<file path="src/rtl/uart_core.sv">
// uart_core: parametrised full-duplex UART with valid/ready on both channels.
// Define UART_RX_FIFO_EN to replace the RX holding register with a FIFO_DEPTH-entry FIFO.
module uart_core #(
  parameter int unsigned DIV        = 2604,
  parameter int unsigned DATA_BITS  = 8,
  parameter int unsigned PARITY     = 2,
  parameter int unsigned STOP_BITS  = 1,
  parameter int unsigned FIFO_DEPTH = 16
) (
  input  logic                 clk,
  input  logic                 rst,
  input  logic                 rx,
  output logic                 tx,
  input  logic [DATA_BITS-1:0] t_data,
  input  logic                 t_valid,
  output logic                 t_ready,
  output logic [DATA_BITS-1:0] r_data,
  output logic                 r_valid,
  input  logic                 r_ready,
  output logic                 r_perr,
  output logic                 r_ferr,
  output logic                 r_overrun
);
  localparam int unsigned   CW        = $clog2(DIV);
  localparam logic [CW-1:0] CNT_BIT   = CW'(DIV - 1);
  localparam logic [CW-1:0] CNT_HALF  = CW'(DIV / 2 - 1);
  localparam logic [2:0]    BIT_LAST  = 3'(DATA_BITS - 1);
  localparam logic [2:0]    STOP_LAST = 3'(STOP_BITS - 1);
  localparam bit            HAS_PAR   = (PARITY != 0);

  if (DIV < 4 || DATA_BITS < 5 || DATA_BITS > 8 || PARITY > 2 || STOP_BITS < 1 ||
      STOP_BITS > 2 || FIFO_DEPTH < 2 || (FIFO_DEPTH & (FIFO_DEPTH - 1)) != 0) begin : g_param_check
    $error("uart_core: illegal parameter set");
  end

  typedef enum logic [2:0] {S_IDLE, S_START, S_DATA, S_PARITY, S_STOP} state_e;

  function automatic logic par_of(input logic [DATA_BITS-1:0] d);
    return (PARITY == 1) ? ~^d : ^d;
  endfunction

  state_e               tx_state_q, tx_state_d;
  logic [CW-1:0]        tx_cnt_q, tx_cnt_d;
  logic [2:0]           tx_bit_q, tx_bit_d;
  logic [DATA_BITS-1:0] tx_sh_q, tx_sh_d;
  logic                 tx_par_q, tx_par_d;

  // Stop phase reuses the bit counter so STOP_BITS x DIV fits in a CW-bit timer.
  always_comb begin
    tx_state_d = tx_state_q;
    tx_cnt_d   = tx_cnt_q;
    tx_bit_d   = tx_bit_q;
    tx_sh_d    = tx_sh_q;
    tx_par_d   = tx_par_q;
    if (tx_state_q == S_IDLE) begin
      if (t_valid) begin
        tx_state_d = S_START;
        tx_cnt_d   = CNT_BIT;
        tx_sh_d    = t_data;
        tx_par_d   = par_of(t_data);
      end
    end else if (tx_cnt_q != '0) begin
      tx_cnt_d = tx_cnt_q - 1'b1;
    end else begin
      tx_cnt_d = CNT_BIT;
      case (tx_state_q)
        S_START: begin
          tx_state_d = S_DATA;
          tx_bit_d   = BIT_LAST;
        end
        S_DATA: begin
          tx_sh_d = tx_sh_q >> 1;
          if (tx_bit_q != '0) begin
            tx_bit_d = tx_bit_q - 1'b1;
          end else if (HAS_PAR) begin
            tx_state_d = S_PARITY;
          end else begin
            tx_state_d = S_STOP;
            tx_bit_d   = STOP_LAST;
          end
        end
        S_PARITY: begin
          tx_state_d = S_STOP;
          tx_bit_d   = STOP_LAST;
        end
        S_STOP: begin
          if (tx_bit_q != '0) tx_bit_d = tx_bit_q - 1'b1;
          else                tx_state_d = S_IDLE;
        end
        default: tx_state_d = S_IDLE;
      endcase
    end
  end

  always_comb begin
    tx = 1'b1;
    case (tx_state_q)
      S_START:  tx = 1'b0;
      S_DATA:   tx = tx_sh_q[0];
      S_PARITY: tx = tx_par_q;
      default:  tx = 1'b1;
    endcase
  end

  assign t_ready = (tx_state_q == S_IDLE);

  always_ff @(posedge clk) begin
    if (rst) begin
      tx_state_q <= S_IDLE;
      tx_cnt_q   <= '0;
      tx_bit_q   <= '0;
      tx_sh_q    <= '0;
      tx_par_q   <= 1'b0;
    end else begin
      tx_state_q <= tx_state_d;
      tx_cnt_q   <= tx_cnt_d;
      tx_bit_q   <= tx_bit_d;
      tx_sh_q    <= tx_sh_d;
      tx_par_q   <= tx_par_d;
    end
  end

  logic                 rx_s1_q, rx_s2_q, rx_prev_q;
  state_e               rx_state_q, rx_state_d;
  logic [CW-1:0]        rx_cnt_q, rx_cnt_d;
  logic [2:0]           rx_bit_q, rx_bit_d;
  logic [DATA_BITS-1:0] rx_sh_q, rx_sh_d;
  logic                 rx_par_q, rx_par_d;
  logic                 frame_done, frame_perr, frame_ferr;

  always_comb begin
    rx_state_d = rx_state_q;
    rx_cnt_d   = rx_cnt_q;
    rx_bit_d   = rx_bit_q;
    rx_sh_d    = rx_sh_q;
    rx_par_d   = rx_par_q;
    frame_done = 1'b0;
    if (rx_state_q == S_IDLE) begin
      if (rx_prev_q && !rx_s2_q) begin
        rx_state_d = S_START;
        rx_cnt_d   = CNT_HALF;
      end
    end else if (rx_cnt_q != '0) begin
      rx_cnt_d = rx_cnt_q - 1'b1;
    end else begin
      rx_cnt_d = CNT_BIT;
      case (rx_state_q)
        S_START: begin
          if (rx_s2_q) begin
            rx_state_d = S_IDLE;
          end else begin
            rx_state_d = S_DATA;
            rx_bit_d   = BIT_LAST;
          end
        end
        S_DATA: begin
          rx_sh_d = {rx_s2_q, rx_sh_q[DATA_BITS-1:1]};
          if (rx_bit_q != '0)  rx_bit_d   = rx_bit_q - 1'b1;
          else if (HAS_PAR)    rx_state_d = S_PARITY;
          else                 rx_state_d = S_STOP;
        end
        S_PARITY: begin
          rx_par_d   = rx_s2_q;
          rx_state_d = S_STOP;
        end
        S_STOP: begin
          frame_done = 1'b1;
          rx_state_d = S_IDLE;
        end
        default: rx_state_d = S_IDLE;
      endcase
    end
  end

  assign frame_ferr = !rx_s2_q;
  assign frame_perr = HAS_PAR && (rx_par_q != par_of(rx_sh_q));

  always_ff @(posedge clk) begin
    if (rst) begin
      rx_s1_q    <= 1'b1;
      rx_s2_q    <= 1'b1;
      rx_prev_q  <= 1'b1;
      rx_state_q <= S_IDLE;
      rx_cnt_q   <= '0;
      rx_bit_q   <= '0;
      rx_sh_q    <= '0;
      rx_par_q   <= 1'b0;
    end else begin
      rx_s1_q    <= rx;
      rx_s2_q    <= rx_s1_q;
      rx_prev_q  <= rx_s2_q;
      rx_state_q <= rx_state_d;
      rx_cnt_q   <= rx_cnt_d;
      rx_bit_q   <= rx_bit_d;
      rx_sh_q    <= rx_sh_d;
      rx_par_q   <= rx_par_d;
    end
  end

`ifdef UART_RX_FIFO_EN
  localparam int unsigned AW = $clog2(FIFO_DEPTH);
  localparam int unsigned EW = DATA_BITS + 2;

  logic [EW-1:0] mem_q [FIFO_DEPTH];
  logic [AW:0]   wr_q, wr_d, rd_q, rd_d;
  logic          empty, full, push, pop;
  logic          ovr_q, ovr_d;

  // A pop on the completing cycle frees the slot the new frame is written to.
  always_comb begin
    empty = (wr_q == rd_q);
    full  = (wr_q[AW] != rd_q[AW]) && (wr_q[AW-1:0] == rd_q[AW-1:0]);
    pop   = !empty && r_ready;
    push  = frame_done && (!full || pop);
    wr_d  = push ? wr_q + 1'b1 : wr_q;
    rd_d  = pop ? rd_q + 1'b1 : rd_q;
    ovr_d = ovr_q | (frame_done && full && !pop);
  end

  always_ff @(posedge clk) begin
    if (rst) begin
      wr_q  <= '0;
      rd_q  <= '0;
      ovr_q <= 1'b0;
    end else begin
      wr_q  <= wr_d;
      rd_q  <= rd_d;
      ovr_q <= ovr_d;
    end
  end

  always_ff @(posedge clk) begin
    if (push) mem_q[wr_q[AW-1:0]] <= {frame_perr, frame_ferr, rx_sh_q};
  end

  assign {r_perr, r_ferr, r_data} = empty ? '0 : mem_q[rd_q[AW-1:0]];
  assign r_valid   = !empty;
  assign r_overrun = ovr_q;
`else
  logic                 hold_v_q, hold_v_d;
  logic [DATA_BITS-1:0] hold_data_q, hold_data_d;
  logic                 hold_perr_q, hold_perr_d;
  logic                 hold_ferr_q, hold_ferr_d;
  logic                 ovr_q, ovr_d;
  logic                 pop;

  always_comb begin
    pop         = hold_v_q && r_ready;
    hold_v_d    = hold_v_q && !pop;
    hold_data_d = hold_data_q;
    hold_perr_d = hold_perr_q;
    hold_ferr_d = hold_ferr_q;
    ovr_d       = ovr_q;
    if (frame_done) begin
      if (!hold_v_q || pop) begin
        hold_v_d    = 1'b1;
        hold_data_d = rx_sh_q;
        hold_perr_d = frame_perr;
        hold_ferr_d = frame_ferr;
      end else begin
        ovr_d = 1'b1;
      end
    end
  end

  always_ff @(posedge clk) begin
    if (rst) begin
      hold_v_q    <= 1'b0;
      hold_data_q <= '0;
      hold_perr_q <= 1'b0;
      hold_ferr_q <= 1'b0;
      ovr_q       <= 1'b0;
    end else begin
      hold_v_q    <= hold_v_d;
      hold_data_q <= hold_data_d;
      hold_perr_q <= hold_perr_d;
      hold_ferr_q <= hold_ferr_d;
      ovr_q       <= ovr_d;
    end
  end

  assign r_valid   = hold_v_q;
  assign r_data    = hold_data_q;
  assign r_perr    = hold_perr_q;
  assign r_ferr    = hold_ferr_q;
  assign r_overrun = ovr_q;
`endif

endmodule

</file>
<file path="config.mk">
export PLATFORM = sky130hd
export DESIGN_NAME = uart_core
export DESIGN_NICKNAME = d
export VERILOG_FILES = /design/src/rtl/uart_core.sv
export SDC_FILE = /design/constraint.sdc
export NUM_CORES = 1
export LEC_CHECK = 0
export CAP_MARGIN = 20
export CORE_MARGIN = 2
export CORE_UTILIZATION = 37
export DETAILED_ROUTE_END_ITERATION = 10
export PLACE_DENSITY = 0.6
export REMOVE_ABC_BUFFERS = 1
export SLEW_MARGIN = 25
export SYNTH_ARGS = -nofsm -noshare
export SYNTH_HDL_FRONTEND = slang
export SYNTH_SLANG_ARGS = --single-unit
</file>
<file path="constraint.sdc">
create_clock -name clk -period 2.4 [get_ports clk]
set_input_delay 0.48 -clock clk [delete_from_list [all_inputs] [get_ports clk]]
set_output_delay 0.48 -clock clk [all_outputs]
set_load 0.05 [all_outputs]
</file>
# --- Yosys cells after proc, flatten, opt, wreduce, memory -nomap -nowiden ---
# Cells that the tools add are included.
totals:
  register_bits: 69
  inputBits: 13
  elab_cells: 108
op_classes:
  n_addsub: 4
  eq_ne: 19
  n_mux: 33
  bitwise_logic: 5
  n_reduce_logical: 29
op_table:
  columns: ["op", "count"]
  rows:
  - ["$mux W12", 6]
  - ["$mux W3", 12]
  - ["$mux W8", 4]
  - ["$reduce_bool A12 Y1", 2]
  - ["$sub A12 B1 Y12 const B", 2]
  - ["$pmux W3 S3", 2]
  - ["$reduce_xor A8 Y1", 2]
  - ["$eq A3 B2 Y1 const B", 4]
  - ["$pmux W3 S4", 1]
  - ["$reduce_and A3 Y1", 4]
  - ["$ne A2 B2 Y1 const B", 5]
  - ["$ne A3 B3 Y1 const B", 3]
  - ["$reduce_bool A3 Y1", 3]
  - ["$reduce_and A4 Y1", 2]
  - ["$eq A3 B1 Y1 const B", 2]
  - ["$eq A3 B3 Y1 const B", 2]
  - ["$logic_not A3 Y1", 2]
  - ["$pmux W3 S2", 1]
  - ["$reduce_and A2 Y1", 3]
  - ["$sub A3 B1 Y3 const B", 2]
  - ["$mux W1", 5]
  - ["$not A1 Y1", 5]
  - ["$reduce_and A5 Y1", 1]
  - ["$ne A2 B1 Y1 const B", 2]
  - ["8 further kinds", 13]

# --- Logic depth before layout (Yosys ltp) ---
logic_depth:
  word_depth: 5
  ltp_mapped: 8
  mapped_depth_nobuf: 8

# --- Worst setup path before layout ---
# OpenSTA, ideal clock, no wires.
synth_path:
  kind: "register to register"
  from: "reg tx_state_q[1]"
  to: "reg tx_cnt_q[6]"
  setup_ns: 0.071
  arrival_time_ns: 1.845
  path_slack_ns: 0.484
  path_stages_with_launch: 7
  n_path_buf: 1
  period_less_slack_ns: 1.916
  path_cell_list: "dfxtp_1 > buf_2 > or3_4 > inv_1 > nor4_1 > or3b_2 > a21oi_1"
synth_via:
  elab_chain_len: 2
synth_rtl:
  columns: ["item", "line", "text"]
  rows:
  - ["from (decl)", "42", "state_e tx_state_q, tx_state_d;"]
  - ["from (signal assigned)", "115", "tx_state_q <= tx_state_d;"]
  - ["$logic_not A3 Y1 (*)", null, null]
  - ["via t_ready", "16", "output logic t_ready,"]
  - ["$ne A2 B2 Y1 (no line) / $mux W12 (equally long branches)", null, null]
  - ["to (signal assigned)", "116", "tx_cnt_q <= tx_cnt_d;"]
  - ["to (decl)", "43", "logic [CW-1:0] tx_cnt_q, tx_cnt_d;"]
# The timed path passes the listed nets; every way through them passes the cells marked *.
# A chain may end at the register's enable or synchronous reset.

# --- Final worst setup path ---
layout_path:
  from: "reg tx_state_q[1]"
  to: "out tx"
layout_via:
  elab_chain_len: 2
layout_rtl:
  columns: ["item", "line", "text"]
  rows:
  - ["$eq A3 B2 Y1 / $eq A3 B1 Y1 (equally long branches)", "97", "case (tx_state_q)"]
  - ["$pmux W1 S3 (*)", "97", null]
  - ["to (decl)", "13", "output logic tx,"]
# Every way passes the cells marked *; elsewhere a longest branch is shown, timed or not.

==> run summary <==
# nets final = 433
Leakage = 1.44 nW
EDFF count, synth = 0
Final setup viols = 0
Die W = 101 um
Number of global-route vias before repair = 2581
Diodes inserted = 0
Drt first pass iters = 4
First-pass GRT wire length = 11800 um
Hold path cells = 1
RSZ-0062 raised after global routing = false
Total global routing overflow = 0
Total power = 3.89 mW
Synthesized instance count = 390
HPWL after detailed placement = 4820 um
Pin count of the biggest net entering global routing = 60
Area leader, netlist = dfxtp_1
Crit path largest cell delay = 0.50 ns
GRT Total Usage = 14.5%
Yosys reg bits = 69
Post_cts resized = 0
Most frequent cell after synthesis = dfxtp_1
CTS tree = done
Max VDD drop = 0.387 mV
Placed Area = 3820 um2
Simple-gate share of the synthesized area = 25.3%
Clock latency on the worst-skew pair = 0.34 ns
Cts hold-fix bufs = 0
Top Ports = 27
Hold Path Class = reg -> reg
Async set-reset flop share out of synthesis = 0%
Rel. slew slack = 62.1%
Syn. warnings = 0
Crit path cell chain = buf_4, a22oi_1, or2_2, buf_12
Synth unique cells = 54
Core ar. = 9150 um2
Critical Path Start Type = flip-flop
Worst Reg-to-Reg Cells = 5
Largest family of logic cells by synthesized area = simple AND/OR/NAND/NOR gates
Slew Viols, Final = 0
Post-synthesis mux area share = 7.51%
CP Class = reg -> out
Post-route design area = 4060 um2
Non-Filler Instances = 527
Worst Tran Pin Value = 0.567 ns
Top post-synthesis cells by count = dfxtp_1, nor2_1, mux2i_1, nand2_1, a21oi_1
Worst EP required = 1.92 ns
Top post-synthesis cells by area = dfxtp_1, mux2i_1, nor2_1, xnor2_1, ha_1
Post-CTS Setup Inserts = 0
CP max-delay cell = dfxtp_1
Die area = 10200 um2
Critical Path AT = 1.69 ns
Adder-Cell Fraction of Synth Area = 2.89%
Via-per-instance ratio = 5.26
Row Count = 35
Compound-Gate Fraction of Synth Area = 14.7%
I/O Buffers = 26
TNS Setup = 0 ns
Mapped Area = 3470 um2
DR DRC count = 0
Mean Syn Cell Area = 8.89 um2
Clock skew = 0.0113 ns
Post-synth top flop = dfxtp_1
Initial Util = 37.9%
Final hold violations = 0
Chip height = 101 um
Gpl congestion = 0.840
Max-cap viol count = 0
Routed WL = 6950 um
Layout cell share with drive strength beyond 1 = 11.1%
Sequential fraction of the synthesis area = 39.9%
CTS Buf Count = 9
Setup crit end kind = output port
CP Max Fanout = 11
Antenna viol nets, final = 0
Pwr dens = 957 nW/um2
Sink Count = 69
Fin crit period = 2.17 ns
Share of the synthesized area in the top cell type = 39.9%
Initial drt markers = 114
Clock buffer depth = 2
Initial antenna violation count = 0
Vias = 2773
Routed length per instance = 13.2 um
Highest clock rate = 461 MHz
Htree depth = 3
Final Cycle Share = 90.3%
Layout area overhead = 17.1%
Synthesized-area fraction occupied by xor and xnor cells = 5.45%
Worst-path clk slew = 0.07 ns
Status = finished clean
Dpl cells = 512
Root buf cell = clkbuf_8
[layer usage]
layer	routed length (um)	GRT usage, %
met1	3460	19.1
met2	3190	22.6
met3	266	4.58
met4	34	4.95
met5	0	0
[critical path, delay by kind of cell (launching register included)]
kind	cells	cell delay, ns
flip-flops	1	0.50
buffers and inverters	2	0.43
AO/OA/AOI/OAI	1	0.09
AND/OR/NAND/NOR	1	0.33
[metrics by stage]
step	hold slack, ns	utilization [%]	worst slack [ns]
global route	0.425	44.3	0.135
global placement	0.390	41.8	0.364
CTS	0.423	44.3	0.222
detailed placement	0.400	41.8	0.325
floorplan	0.389	-	0.321
finish	0.415	44.3	0.233
[registers in the layout, summed over array words and instances, names as in the netlist, 8 cells and up]
| signal | cells |
|---|---|
| tx_sh_q | 8 |
| rx_sh_q | 8 |
| rx_cnt_q | 12 |
| r_data | 8 |
| tx_cnt_q | 12 |
[cell type report]
cell class | instances | area (um2)
fill | 901 | 5090
multi-input combinational | 289 | 1930
sequential | 69 | 1380
timing repair buffer | 31 | 325
tap | 111 | 139
clock buffer | 9 | 124
clock inverter | 6 | 111
inverter | 12 | 45.0
[path summary, 6_finish.rpt]
| kind | from | endpoint | slack (ns) |
|---|---|---|---|
| setup / recovery | tx_state_q[1] | tx | 0.23 |
| hold / removal | rx_s1_q | rx_s2_q | 0.42 |
| setup reg to reg | rx_cnt_q[4] | rx_sh_q[2] | 0.35 |
| hold reg to reg | rx_s1_q | rx_s2_q | 0.42 |
[cell usage in the layout (no fill, tap or decap), types with 9 or more instances in the layout]
master,instances
dfxtp_1,69
nor2_1,64
mux2i_1,26
clkdlybuf4s50_1,23
nand2_1,21
a21oi_1,18
xnor2_1,15
o21ai_0,13
inv_1,12
a211oi_1,11
nor3_1,11
a31oi_1,9
clkbuf_8,9
[cells by family after synthesis]
| group | Yosys count |
|---|---|
| and+or+nand+nor | 161 |
| muxes | 26 |
| AOI/OAI and AO/OA | 74 |
| xor gates and xnor gates | 20 |
| adders and majority gates | 8 |
| buffers and inverters | 32 |
| DFF | 69 |
[power by group]
part           switching [mW]  internal (mW)  total [mW]
Sequential              0.194           1.29        1.48
Clock                   0.454          0.686        1.14
Combinational           0.756          0.505        1.26
No activity file was read; power rests on OpenSTA's default activity.
